**config.mk**
```make
export PLATFORM = sky130hd
export DESIGN_NAME = mau_swc_flat
export DESIGN_NICKNAME = d
export VERILOG_FILES = /design/src/rtl/mau_swc_if.sv /design/src/rtl/mau_swc.sv /design/src/flat_wrapper.sv
export SDC_FILE = /design/constraint.sdc
export NUM_CORES = 1
export LEC_CHECK = 0
export CAP_MARGIN = 5
export CORE_MARGIN = 3
export CORE_UTILIZATION = 50
export CTS_BUF_LIST = sky130_fd_sc_hd__clkbuf_8
export CTS_CLUSTER_SIZE = 25
export DETAILED_ROUTE_END_ITERATION = 12
export PLACE_DENSITY = 0.95
export SLEW_MARGIN = 40
export SYNTH_ARGS = -nofsm -noshare
export SYNTH_HDL_FRONTEND = slang
export SYNTH_SLANG_ARGS = --single-unit
```
**constraint.sdc**
```tcl
create_clock -name hclk -period 9.6 [get_ports hclk]
set_clock_uncertainty 0.15 [all_clocks]
set_input_delay 1.92 -clock hclk [delete_from_list [all_inputs] [get_ports hclk]]
set_output_delay 1.92 -clock hclk [all_outputs]
set_load 0.02 [all_outputs]
```
**src/rtl/mau_swc_if.sv**
```systemverilog
// Bundle of execute-stage, data-memory and write-back signals around the MAU.
// Latency: none, wiring only.
// Backpressure: exu_mem_ready, dmem_gnt and dmem_rvalid travel through here untouched.
`timescale 1ns/1ps
interface mau_swc_if;
    logic        exu_mem_valid;
    logic        exu_mem_ready;
    logic        exu_mem_we;
    logic [2:0]  exu_mem_funct3;
    logic [31:0] exu_mem_addr;
    logic [31:0] exu_mem_wdata;
    logic [4:0]  exu_mem_rd;

    logic        dmem_req;
    logic        dmem_we;
    logic [3:0]  dmem_be;
    logic [31:0] dmem_addr;
    logic [31:0] dmem_wdata;
    logic        dmem_gnt;
    logic        dmem_rvalid;
    logic [31:0] dmem_rdata;

    logic [4:0]  mau_load_rd;
    logic [31:0] mau_load_data;
    logic        mau_load_en;
    logic        mau_busy;
    logic        mau_fault;

    // The MAU itself: takes ops and bus responses, drives bus requests and results.
    modport slave (
        input  exu_mem_valid, exu_mem_we, exu_mem_funct3, exu_mem_addr, exu_mem_wdata, exu_mem_rd,
        input  dmem_gnt, dmem_rvalid, dmem_rdata,
        output exu_mem_ready,
        output dmem_req, dmem_we, dmem_be, dmem_addr, dmem_wdata,
        output mau_load_rd, mau_load_data, mau_load_en, mau_busy, mau_fault
    );

    // The surroundings: execute stage, data memory and write-back seen as one party.
    modport master (
        output exu_mem_valid, exu_mem_we, exu_mem_funct3, exu_mem_addr, exu_mem_wdata, exu_mem_rd,
        output dmem_gnt, dmem_rvalid, dmem_rdata,
        input  exu_mem_ready,
        input  dmem_req, dmem_we, dmem_be, dmem_addr, dmem_wdata,
        input  mau_load_rd, mau_load_data, mau_load_en, mau_busy, mau_fault
    );
endinterface

```
**src/rtl/mau_swc.sv**
```systemverilog
// Memory access unit: runs one load/store on the dmem req/gnt/rvalid bus, extends load data for write-back.
// Latency: load result registered on the rvalid edge, held until a cycle_cnt==1 edge; faults one cycle after the cause.
// Backpressure: exu_mem_ready only in IDLE with no fault pending; dmem_req held until dmem_gnt.
`timescale 1ns/1ps
module mau_swc #(
    parameter int TIMEOUT_CYC = 16
) (
    input  logic       hclk,
    input  logic       hrst,
    input  logic [3:0] cycle_cnt,
    mau_swc_if.slave   bus
);
    localparam int CW = $clog2(TIMEOUT_CYC + 1);

    typedef enum logic [1:0] {S_IDLE, S_REQ, S_RESP, S_HOLD} state_t;

    state_t      state, state_nxt;
    logic        op_we;
    logic [2:0]  op_f3;
    logic [31:0] op_addr;
    logic [4:0]  op_rd;
    logic [3:0]  be_q;
    logic [31:0] wdata_q;
    logic [CW-1:0] tmo_cnt;
    logic        fault_q;
    logic        load_en_q;
    logic [4:0]  load_rd_q;
    logic [31:0] load_data_q;

    logic        ready_int;
    logic        accept;
    logic        in_f3_bad, in_misal, in_bad;
    logic        tmo_last, timeout;
    logic [3:0]  be_in;
    logic [31:0] wdata_in;
    logic [31:0] lane, load_ext;

    assign ready_int = (state == S_IDLE) && !fault_q;
    assign accept    = ready_int && bus.exu_mem_valid;
    assign tmo_last  = (tmo_cnt == CW'(TIMEOUT_CYC - 1));

    // Classify the incoming op and pre-compute its byte enables and replicated store data.
    always_comb begin
        in_f3_bad = 1'b0;
        in_misal  = 1'b0;
        be_in     = 4'b1111;
        wdata_in  = bus.exu_mem_wdata;
        if (bus.exu_mem_we)
            in_f3_bad = bus.exu_mem_funct3[2] || (bus.exu_mem_funct3[1:0] == 2'b11);
        else
            in_f3_bad = (bus.exu_mem_funct3 == 3'b011) || (bus.exu_mem_funct3[2:1] == 2'b11);
        case (bus.exu_mem_funct3[1:0])
            2'b00: begin
                be_in    = 4'b0001 << bus.exu_mem_addr[1:0];
                wdata_in = {4{bus.exu_mem_wdata[7:0]}};
            end
            2'b01: begin
                in_misal = bus.exu_mem_addr[0];
                be_in    = 4'b0011 << {bus.exu_mem_addr[1], 1'b0};
                wdata_in = {2{bus.exu_mem_wdata[15:0]}};
            end
            2'b10: in_misal = (bus.exu_mem_addr[1:0] != 2'b00);
            default: in_misal = 1'b0;
        endcase
        in_bad = in_f3_bad || in_misal;
    end

    // Abort when the budget runs out, unless this very edge completes the access.
    always_comb begin
        timeout = 1'b0;
        if (state == S_REQ)
            timeout = tmo_last && !(bus.dmem_gnt && op_we);
        else if (state == S_RESP)
            timeout = tmo_last && !bus.dmem_rvalid;
    end

    // Pick the addressed lane and extend it according to the load width/signedness.
    always_comb begin
        lane = bus.dmem_rdata >> {op_addr[1:0], 3'b000};
        case (op_f3)
            3'b000:  load_ext = {{24{lane[7]}}, lane[7:0]};
            3'b001:  load_ext = {{16{lane[15]}}, lane[15:0]};
            3'b100:  load_ext = {24'd0, lane[7:0]};
            3'b101:  load_ext = {16'd0, lane[15:0]};
            default: load_ext = bus.dmem_rdata;
        endcase
    end

    // FSM state register; reset abandons any access in flight.
    always_ff @(posedge hclk or posedge hrst) begin
        if (hrst) state <= S_IDLE;
        else      state <= state_nxt;
    end

    // FSM next-state: a rvalid during REQ (even with gnt) is never taken as load data.
    always_comb begin
        state_nxt = state;
        case (state)
            S_IDLE: if (accept && !in_bad) state_nxt = S_REQ;
            S_REQ: begin
                if (bus.dmem_gnt && op_we) state_nxt = S_IDLE;
                else if (tmo_last)         state_nxt = S_IDLE;
                else if (bus.dmem_gnt)     state_nxt = S_RESP;
            end
            S_RESP: begin
                if (bus.dmem_rvalid)  state_nxt = (op_rd != 5'd0) ? S_HOLD : S_IDLE;
                else if (tmo_last)    state_nxt = S_IDLE;
            end
            S_HOLD: if (cycle_cnt == 4'd1) state_nxt = S_IDLE;
            default: state_nxt = S_IDLE;
        endcase
    end

    // FSM outputs: bus fields are driven only while requesting so they read 0 otherwise.
    always_comb begin
        bus.exu_mem_ready = ready_int;
        bus.mau_busy      = (state != S_IDLE);
        bus.dmem_req      = (state == S_REQ);
        bus.dmem_we       = (state == S_REQ) && op_we;
        bus.dmem_be       = (state == S_REQ) ? be_q : 4'd0;
        bus.dmem_addr     = (state == S_REQ) ? {op_addr[31:2], 2'b00} : 32'd0;
        bus.dmem_wdata    = (state == S_REQ) ? wdata_q : 32'd0;
        bus.mau_fault     = fault_q;
        bus.mau_load_en   = load_en_q;
        bus.mau_load_rd   = load_rd_q;
        bus.mau_load_data = load_data_q;
    end

    // Capture the accepted op; fields stay put for the whole access.
    always_ff @(posedge hclk or posedge hrst) begin
        if (hrst) begin
            op_we   <= 1'b0;
            op_f3   <= 3'd0;
            op_addr <= 32'd0;
            op_rd   <= 5'd0;
            be_q    <= 4'd0;
            wdata_q <= 32'd0;
        end else if (accept) begin
            op_we   <= bus.exu_mem_we;
            op_f3   <= bus.exu_mem_funct3;
            op_addr <= bus.exu_mem_addr;
            op_rd   <= bus.exu_mem_rd;
            be_q    <= be_in;
            wdata_q <= wdata_in;
        end
    end

    // Timeout counter: zeroed as an access starts, counts every REQ/RESP cycle.
    always_ff @(posedge hclk or posedge hrst) begin
        if (hrst)
            tmo_cnt <= '0;
        else if (accept)
            tmo_cnt <= '0;
        else if ((state == S_REQ) || (state == S_RESP))
            tmo_cnt <= tmo_cnt + CW'(1);
    end

    // Single-cycle fault pulse; ready is held low during it so a second fault cannot follow back-to-back.
    always_ff @(posedge hclk or posedge hrst) begin
        if (hrst) fault_q <= 1'b0;
        else      fault_q <= (accept && in_bad) || timeout;
    end

    // Write-back result: loaded on rvalid, held through HOLD, cleared on the cycle_cnt==1 edge.
    always_ff @(posedge hclk or posedge hrst) begin
        if (hrst) begin
            load_en_q   <= 1'b0;
            load_rd_q   <= 5'd0;
            load_data_q <= 32'd0;
        end else if ((state == S_RESP) && bus.dmem_rvalid && (op_rd != 5'd0)) begin
            load_en_q   <= 1'b1;
            load_rd_q   <= op_rd;
            load_data_q <= load_ext;
        end else if ((state == S_HOLD) && (cycle_cnt == 4'd1)) begin
            load_en_q   <= 1'b0;
            load_rd_q   <= 5'd0;
            load_data_q <= 32'd0;
        end
    end
endmodule

```
**src/flat_wrapper.sv**
```systemverilog
// flat-port wrapper written by rule: the top's interface ports become plain ports
module mau_swc_flat 
#(
    parameter int TIMEOUT_CYC = 16
)
  (hclk, hrst, cycle_cnt, bus_exu_mem_valid, bus_exu_mem_we, bus_exu_mem_funct3, bus_exu_mem_addr, bus_exu_mem_wdata, bus_exu_mem_rd, bus_dmem_gnt, bus_dmem_rvalid, bus_dmem_rdata, bus_exu_mem_ready, bus_dmem_req, bus_dmem_we, bus_dmem_be, bus_dmem_addr, bus_dmem_wdata, bus_mau_load_rd, bus_mau_load_data, bus_mau_load_en, bus_mau_busy, bus_mau_fault);
  mau_swc_if bus_i ();
  input  logic hclk;
  input  logic hrst;
  input  logic [3:0] cycle_cnt;
  input wire logic [$bits(bus_i.exu_mem_valid)-1:0] bus_exu_mem_valid;
  input wire logic [$bits(bus_i.exu_mem_we)-1:0] bus_exu_mem_we;
  input wire logic [$bits(bus_i.exu_mem_funct3)-1:0] bus_exu_mem_funct3;
  input wire logic [$bits(bus_i.exu_mem_addr)-1:0] bus_exu_mem_addr;
  input wire logic [$bits(bus_i.exu_mem_wdata)-1:0] bus_exu_mem_wdata;
  input wire logic [$bits(bus_i.exu_mem_rd)-1:0] bus_exu_mem_rd;
  input wire logic [$bits(bus_i.dmem_gnt)-1:0] bus_dmem_gnt;
  input wire logic [$bits(bus_i.dmem_rvalid)-1:0] bus_dmem_rvalid;
  input wire logic [$bits(bus_i.dmem_rdata)-1:0] bus_dmem_rdata;
  output wire logic [$bits(bus_i.exu_mem_ready)-1:0] bus_exu_mem_ready;
  output wire logic [$bits(bus_i.dmem_req)-1:0] bus_dmem_req;
  output wire logic [$bits(bus_i.dmem_we)-1:0] bus_dmem_we;
  output wire logic [$bits(bus_i.dmem_be)-1:0] bus_dmem_be;
  output wire logic [$bits(bus_i.dmem_addr)-1:0] bus_dmem_addr;
  output wire logic [$bits(bus_i.dmem_wdata)-1:0] bus_dmem_wdata;
  output wire logic [$bits(bus_i.mau_load_rd)-1:0] bus_mau_load_rd;
  output wire logic [$bits(bus_i.mau_load_data)-1:0] bus_mau_load_data;
  output wire logic [$bits(bus_i.mau_load_en)-1:0] bus_mau_load_en;
  output wire logic [$bits(bus_i.mau_busy)-1:0] bus_mau_busy;
  output wire logic [$bits(bus_i.mau_fault)-1:0] bus_mau_fault;
  assign bus_i.exu_mem_valid = bus_exu_mem_valid;
  assign bus_i.exu_mem_we = bus_exu_mem_we;
  assign bus_i.exu_mem_funct3 = bus_exu_mem_funct3;
  assign bus_i.exu_mem_addr = bus_exu_mem_addr;
  assign bus_i.exu_mem_wdata = bus_exu_mem_wdata;
  assign bus_i.exu_mem_rd = bus_exu_mem_rd;
  assign bus_i.dmem_gnt = bus_dmem_gnt;
  assign bus_i.dmem_rvalid = bus_dmem_rvalid;
  assign bus_i.dmem_rdata = bus_dmem_rdata;
  assign bus_exu_mem_ready = bus_i.exu_mem_ready;
  assign bus_dmem_req = bus_i.dmem_req;
  assign bus_dmem_we = bus_i.dmem_we;
  assign bus_dmem_be = bus_i.dmem_be;
  assign bus_dmem_addr = bus_i.dmem_addr;
  assign bus_dmem_wdata = bus_i.dmem_wdata;
  assign bus_mau_load_rd = bus_i.mau_load_rd;
  assign bus_mau_load_data = bus_i.mau_load_data;
  assign bus_mau_load_en = bus_i.mau_load_en;
  assign bus_mau_busy = bus_i.mau_busy;
  assign bus_mau_fault = bus_i.mau_fault;
  mau_swc #(.TIMEOUT_CYC(TIMEOUT_CYC)) u_core (.hclk(hclk), .hrst(hrst), .cycle_cnt(cycle_cnt), .bus(bus_i));
endmodule
```
==> impl_metrics.ini <==
[outcome]
status = finished, final reports clean

[global_routing]
grt_max_degree = 100
grt_pass1_wl_um = 29600
grt_pass1_vias = 5760
gr-usage-all-layers_pct = 28.3
antenna_found_initial = 0
overflow = 0

[clock_network]
clkLatencyLatePin_ns = 0.44
cts-root-buf = clkbuf_8
clock_sinks = 123
path_clk_slew_ns = 0.07
cts_tree = built
cts.repair.resized = 0
cts_hold_buf = 0
post_cts_buffers = 0
cts_made_buffers = 17
htreeDepth = 4
clockBufferDepth = 2

[placement]
portBuffers = 222
place_congestion = 0.845
dp_hpwl_um = 13300

[worst_setup_path]
cpLargestDelayFamily = buffers and inverters
path_cells = inv_1 -> ha_4 -> and2_1 -> clkdlybuf4s50_1
arrival_ns = 2.48
end_kind = output pin
crit_type = reg -> out
r2r_slack_ns = 6.81
required_ns = 7.53
startpoint_type = register
slowest_stage = clkdlybuf4s50_1
slowest_delay_ns = 0.65
critical_path_buf_inv_count = 2
path_max_fanout = 72

[power]
vdd_drop_max_uv = 247
powerDensity_nw_per_um2 = 328
seqPwrFrac_pct = 33.1
power_frac_comb_pct = 51.2
p_clk_share_pct = 15.7
p_sw_mw = 1.18
leakage_nw = 3.91
p_total_mw = 2.89
p_int_mw = 1.71
swShare_pct = 40.7

[floorplanning]
start_util_pct = 52.3
rows = 39
pin_count = 225
core-area_um2 = 11700
die_h_um = 117
die-area_um2 = 13600
die_width_um = 117

[yosys]
synth-edff-count = 0
ys_ff_latch = 123
ys_seq_area_share_pct = 50.2
avgSynthCellArea_um2 = 9.41
syn-cell-area_um2 = 6130
async_flop_share_pct = 100
synthCells = 651
yosys_warnings = 0
ys.flop_type = dfrtp_1
synthDistinctLibCells = 50

[timing]
tightest_slew_ns = 0.703
whs_ns = 0.317
period_share_pct = 47.4
grt_setup_unrepaired = no
slew_headroom_pct = 53.1
timing.final.max_slew_violations = 0
finalSetupTns_ns = 0
hold_viol_final = 0
fin_crit_ns = 4.55
setup_viol = 0
max_freq_ghz = 0.220

[detailed_routing]
highest_layer = met4
wl_met3_um = 2140
vias_per_cell = 5.59
met2_length_um = 8990
wl_per_cell_um = 18.6
met1_length_um = 7010
vias = 5646
remaining_drc_errors = 0
drt_pass1_iterations = 5
wl_um = 18700
drt-initial-drc-count = 500
antenna_left = 0

[cells_and_area]
syn_to_final_growth_pct = 43.6
fin_nets = 979
num_antenna_cells = 0
layout-drive-gt1-share_pct = 6.23
mostFrequentLayoutCell = clkdlybuf4s50_1
mostFrequentLayoutCells = clkdlybuf4s50_1, nand2_1, dfrtp_1

[hold_path]
min_path_type = reg -> reg

[flow_run]
max-cap-violations = 0
[layer usage]
layer / track usage, % / vias up
met3: 11.7 / 52
met1: 33.2 / 2704
met4: 12.0 / 0
met2: 45.8 / 283
met5: 0 / -
li1: - / 2607
[synth_stat cells, types with 2 or more instances]
library cell,number,share of area (%)
nand3_1,2,0.16
nand2_1,165,10
buf_6,4,0.74
a22oi_1,10,1.2
a21oi_1,26,2.1
ha_1,11,2.2
xor2_1,2,0.29
and2_1,68,6.9
buf_2,2,0.16
nor2b_1,4,0.41
a221o_1,17,2.8
nand2b_1,9,0.92
dfrtp_1,123,50
mux2_2,3,0.55
buf_4,4,0.49
o2bb2ai_1,18,2.6
inv_1,12,0.74
buf_1,2,0.12
a22o_1,7,1.0
o211ai_1,2,0.24
o2bb2ai_2,2,0.49
mux2i_1,17,2.8
o21ai_0,22,1.8
clkbuf_1,33,2.0
a221oi_1,8,1.1
nor2_1,47,2.9
a31oi_1,8,0.82
[power groups by stage]
| stage | combinational, mW | sequential (mW) | clock (mW) |
|---|---|---|---|
| 2_1_floorplan | 0.807 | 0.973 | 0 |
| 3_3_place_gp | 1.43 | 0.944 | 0 |
| 3_5_place_dp | 1.48 | 0.954 | 0 |
| 4_1_cts | 1.49 | 0.951 | 0.457 |
| 5_1_grt | 1.61 | 0.985 | 0.482 |
| 6_report | 1.48 | 0.957 | 0.452 |
[metrics by stage]
stage	instances	area, µm²	util, %	setup WS (ns)
finish	1010	8800	75.1	5.05
floorplan	652	6130	-	4.26
detailed placement	977	8400	71.7	5.13
global placement	976	8360	71.4	5.04
global route	1010	8800	75.1	4.91
CTS	1009	8790	75.1	5.05
[worst register-to-register path, cell delays in order (launching register included)]
cell	delay (ns)
dfrtp_1	0.43
inv_1	0.14
ha_1	0.26
and3b_4	0.21
buf_6	0.51
nor2_1	0.14
a2111oi_2	0.46
mux2_2	0.38
[registers in the layout, summed over array words and instances, names as in the netlist]
signal,flops
u_core.bus.mau_load_en,1
u_core.op_rd,5
u_core.state,2
u_core.bus.mau_load_data,32
u_core.tmo_cnt,5
u_core.op_f3,3
u_core.bus.mau_fault,1
u_core.bus.mau_load_rd,5
u_core.be_q,4
u_core.wdata_q,32
u_core.op_addr,32
u_core.op_we,1
[cells by family (layout without fill, tap and decap cells)]
logic type	after synthesis	count (layout)	synth area share (%)
mux	21	21	3.70
xor+xnor	3	3	0.429
flops	123	123	50.2
buf+inv	58	273	4.33
other cells	1	2	0.0612
compound gates	131	131	16.5
fa+ha+maj	11	11	2.25
simple gates	303	303	22.5
[layout make-up]
class	instances	area (µm²)
fill	767	2910
clock buffer	21	289
timing repair buffer	228	2290
sequential	123	3080
tap	143	179
inverter	13	51.3
multi-input combinational	471	2810
clock inverter	11	101
[final timing paths]
| kind | startpoint | end | cells past startpoint |
|---|---|---|---|
| min in group asynchronous | hrst | u_core.bus.mau_load_data[12] | 2 |
| min | u_core.op_addr[30] | u_core.op_addr[30] | 2 |
| min reg2reg | u_core.op_addr[30] | u_core.op_addr[30] | 2 |
| max reg2reg | u_core.state[0] | u_core.state[1] | 7 |
| max | u_core.state[1] | bus_dmem_addr[29] | 4 |
| max in group asynchronous | hrst | u_core.op_addr[2] | 3 |
No activity file was read; power rests on OpenSTA's default activity.
==> RTL change 1, RTL diff (config.mk and constraints unchanged) <==
`TIMEOUT_CYC` is set to 16 in 2 places; all go to 32.
--- a/src/rtl/mau_swc.sv
+++ b/src/rtl/mau_swc.sv
@@ -3,7 +3,7 @@
 // Backpressure: exu_mem_ready only in IDLE with no fault pending; dmem_req held until dmem_gnt.
 `timescale 1ns/1ps
 module mau_swc #(
-    parameter int TIMEOUT_CYC = 16
+    parameter int TIMEOUT_CYC = 32
 ) (
     input  logic       hclk,
     input  logic       hrst,
--- a/src/flat_wrapper.sv
+++ b/src/flat_wrapper.sv
@@ -1,7 +1,7 @@
 // flat-port wrapper written by rule: the top's interface ports become plain ports
 module mau_swc_flat 
 #(
-    parameter int TIMEOUT_CYC = 16
+    parameter int TIMEOUT_CYC = 32
 )
   (hclk, hrst, cycle_cnt, bus_exu_mem_valid, bus_exu_mem_we, bus_exu_mem_funct3, bus_exu_mem_addr, bus_exu_mem_wdata, bus_exu_mem_rd, bus_dmem_gnt, bus_dmem_rvalid, bus_dmem_rdata, bus_exu_mem_ready, bus_dmem_req, bus_dmem_we, bus_dmem_be, bus_dmem_addr, bus_dmem_wdata, bus_mau_load_rd, bus_mau_load_data, bus_mau_load_en, bus_mau_busy, bus_mau_fault);
   mau_swc_if bus_i ();
Formal check against the unedited RTL: same outputs for any inputs over 10 cycles, from zero or initial values and one cycle with hrst high; that may be too few to reach the edited logic, so the function may still have changed.
==> RTL change 1 against the original RTL <==
Area after synthesis up 0.43%; global-route usage down 0.74 points; count of clock-buffer cells in the layout is the same; clock power rose by 4%; utilization is 0.21 points higher; power fell by 0.32%; die area increased by 0.40%; sequential cell count increased by 1; wire length up 0.39%; final cell count rose by 1.3%; design area is 0.28% higher; worst setup slack gained 0.0024 ns; synthesized cell count grew 2.2%; critical endpoint is now bus_dmem_wdata[9]; highest routed layer unchanged.
==> RTL change 1: results (changes against the original RTL) <==
R2R Path Start=u_core.state[0] (unchanged); LEAKAGE=3.90 nW (was 3.91 nW); layout cells sized above 1=0.0602 (was 0.0623); CP Capture Point=bus_dmem_wdata[9] (was bus_dmem_addr[29]); vias in the first global route=5714 (was 5760); largest net degree at the start of global routing=101 (was 100); drt initial violations=585 (was 500); WL met1=7250 um (was 7010 um); seq pwr=0.000949 W (was 0.000957 W); outcome=complete, no violations (unchanged); met2 usage=0.447 (was 0.458); first-pass GRT wire length=28700 um (was 29600 um); final hold vios=0 (unchanged); peak supply drop=0.179 mV (was 0.247 mV); Final nets=992 (was 979); Max-slew headroom=0.525 (was 0.531); Clock Path Buffers=2 (unchanged); CP max FO=72 (unchanged); met3 GRT Util=0.115 (was 0.117); total number of vias=5757 (was 5646); port buffer count=222 (unchanged); switch share=0.410 (was 0.407); Hold Startpoint=u_core.op_addr[16] (was u_core.op_addr[30]); Cells after Synth=665 (was 651); post-CTS sizing=0 (unchanged); ys async rst share=1.00 (unchanged); clock power share=0.163 (was 0.157); GP Congestion=0.850 (was 0.845); Post-CTS Setup Inserts=0 (unchanged); GRT Total Usage=0.275 (was 0.283); Synth area leaders=dfrtp_1 50%, nand2_1 10%, and2_1 6.9%, nor2_1 3.2%, a221o_1 2.8% (was dfrtp_1 50%, nand2_1 10%, and2_1 6.9%, nor2_1 2.9%, a221o_1 2.8%); flop-to-flop setup slack=6.65 ns (was 6.81 ns); distinct cell type count after synthesis=52 (was 50); met2 wire length=9070 um (was 8990 um); drt first pass iters=5 (unchanged); Worst Setup SP=u_core.state[1] (unchanged); top cells by count, synth=167 x nand2_1, 124 x dfrtp_1, 68 x and2_1, 53 x nor2_1 (was 165 x nand2_1, 123 x dfrtp_1, 68 x and2_1, 47 x nor2_1, 33 x clkbuf_1); M1 GR Usage=0.333 (was 0.332); final wirelength=18800 um (was 18700 um); DR WL met3=2010 um (was 2140 um); post-DR wirelength/cell=18.4 um (was 18.6 um); terminating pin of the worst hold path=u_core.op_addr[16] (was u_core.op_addr[30]); register area share after synthesis=0.504 (was 0.502); DP Wirelength=13200 um (was 13300 um)
==> RTL change 1: through the flow <==
stage               setup WS, ns  total power, W  instance area, um2   util  hold slack, ns
finish                      5.05         0.00288                8820  0.754           0.319
global route                4.92         0.00305                8820  0.754           0.339
CTS                         5.01         0.00289                8820  0.753           0.322
detailed placement          5.15         0.00241                8410  0.718           0.304
global placement            5.04         0.00236                8400  0.717           0.299
floorplan                   4.23         0.00177                6160      -           0.280
==> RTL change 1: cell type report <==
cell class,count,area (um2)
repair buffers,228,2270
inverters,16,65.1
fillers,765,2890
flip-flops and latches,124,3100
clock inverters,10,116
clock buffers,21,289
well taps,143,179
multi-input cells,481,2800
==> RTL change 1: cell families after synthesis <==
kind of cell | count (synthesis) | synth area share
compound gates | 128 | 0.154
xor+xnor | 4 | 0.00569
fa+ha+maj | 10 | 0.0203
buf+inv | 61 | 0.0441
flops | 124 | 0.504
mux | 21 | 0.0368
other cells | 1 | 0.000609
simple gates | 316 | 0.234
==> RTL change 2, RTL diff (config.mk and constraints unchanged) <==
Made on the original files. Remove the case item `2'b01` of the case on `bus.exu_mem_funct3[1:0]`.
--- a/src/rtl/mau_swc.sv
+++ b/src/rtl/mau_swc.sv
@@ -53,11 +53,6 @@
             2'b00: begin
                 be_in    = 4'b0001 << bus.exu_mem_addr[1:0];
                 wdata_in = {4{bus.exu_mem_wdata[7:0]}};
-            end
-            2'b01: begin
-                in_misal = bus.exu_mem_addr[0];
-                be_in    = 4'b0011 << {bus.exu_mem_addr[1], 1'b0};
-                wdata_in = {2{bus.exu_mem_wdata[15:0]}};
             end
             2'b10: in_misal = (bus.exu_mem_addr[1:0] != 2'b00);
             default: in_misal = 1'b0;
Check against the original RTL: not equivalent (a bounded check fails within 4 cycles, from zero or initial values and one cycle with hrst high).
==> RTL change 2 against the original RTL <==
Sequential share of layout area increased by 0.82 points; register-to-register slack got worse by 0.08 ns; power fell by 5.6%; sequential cell count is the same; global-route usage down 0.57 points; wire length fell by 3.6%; design area decreased by 2.3%; worst setup slack improved by 0.045 ns; area after synthesis decreased by 2.9%; critical endpoint is now bus_dmem_wdata[12]; largest power group unchanged.
==> RTL change 2: results (changes against the original RTL) <==
outcome=complete, no violations (unchanged); Final Power=0.00273 W (was 0.00289 W); worst path arrival time=2.44 ns (was 2.48 ns); CP Capture Point=bus_dmem_wdata[12] (was bus_dmem_addr[29]); LEAKAGE=3.84 nW (was 3.91 nW); Hold Slack=0.319 ns (was 0.317 ns); fin worst setup slack=5.09 ns (was 5.05 ns); Non-Filler Instances=1003 (was 1010); terminating pin of the worst hold path=u_core.op_addr[22] (was u_core.op_addr[30]); vias in the first global route=5543 (was 5760); Comb power frac=0.501 (was 0.512); first-pass GRT wire length=28400 um (was 29600 um); syn avg cell area=9.23 um2 (was 9.41 um2); placed cell area=8220 um2 (was 8400 um2); Final nets=969 (was 979); Multi-input gate area=2650 um2 (was 2810 um2); flop-to-flop setup slack=6.73 ns (was 6.81 ns); peak supply drop=0.208 mV (was 0.247 mV); clock buffers=24 (was 21); CP max FO=71 (was 72); DP Wirelength=12900 um (was 13300 um); inverters=10 (was 13); clock power share=0.155 (was 0.157); GRT Total Usage=0.277 (was 0.283); Internal=0.00162 W (was 0.00171 W); vias per std cell=5.46 (was 5.59); fill count=813 (was 767); Synth area leaders=dfrtp_1 52%, nand2_1 11%, and2_1 8.0%, a21oi_1 3.6%, a221o_1 2.9% (was dfrtp_1 50%, nand2_1 10%, and2_1 6.9%, nor2_1 2.9%, a221o_1 2.8%); Max-slew headroom=0.554 (was 0.531); top cells by count, synth=178 x nand2_1, 123 x dfrtp_1, 76 x and2_1, 43 x a21oi_1, 28 x clkbuf_1 (was 165 x nand2_1, 123 x dfrtp_1, 68 x and2_1, 47 x nor2_1, 33 x clkbuf_1); clk tree area frac=0.0431 (was 0.0444)
==> RTL change 2: routing by layer <==
| metal | up-vias | GRT usage | routed length (um) |
|---|---|---|---|
| met4 | 0 | 0.119 | 585 |
| met5 | - | 0 | 0 |
| met1 | 2603 | 0.337 | 7140 |
| met2 | 265 | 0.454 | 8750 |
| li1 | 2566 | - | - |
| met3 | 46 | 0.0911 | 1580 |
==> RTL change 2: worst max-delay path, stage by stage, from the launching register on <==
cell,delay (ns)
dfrtp_1,0.42
inv_1,0.15
ha_4,0.52
and2_1,0.22
clkdlybuf4s50_1,0.63
==> RTL change 2: logic make-up (layout without fill, tap and decap cells) <==
kind of cell / count (synthesis) / count (layout) / synth area share
xor gates and xnor gates: 3 / 3 / 0.00442
AOI/OAI and AO/OA: 139 / 139 / 0.159
muxes: 13 / 13 / 0.0246
and+or+nand+nor: 304 / 304 / 0.238
other: 1 / 2 / 0.000630
DFF: 123 / 123 / 0.517
buffers and inverters: 55 / 269 / 0.0416
adders and majority gates: 7 / 7 / 0.0147
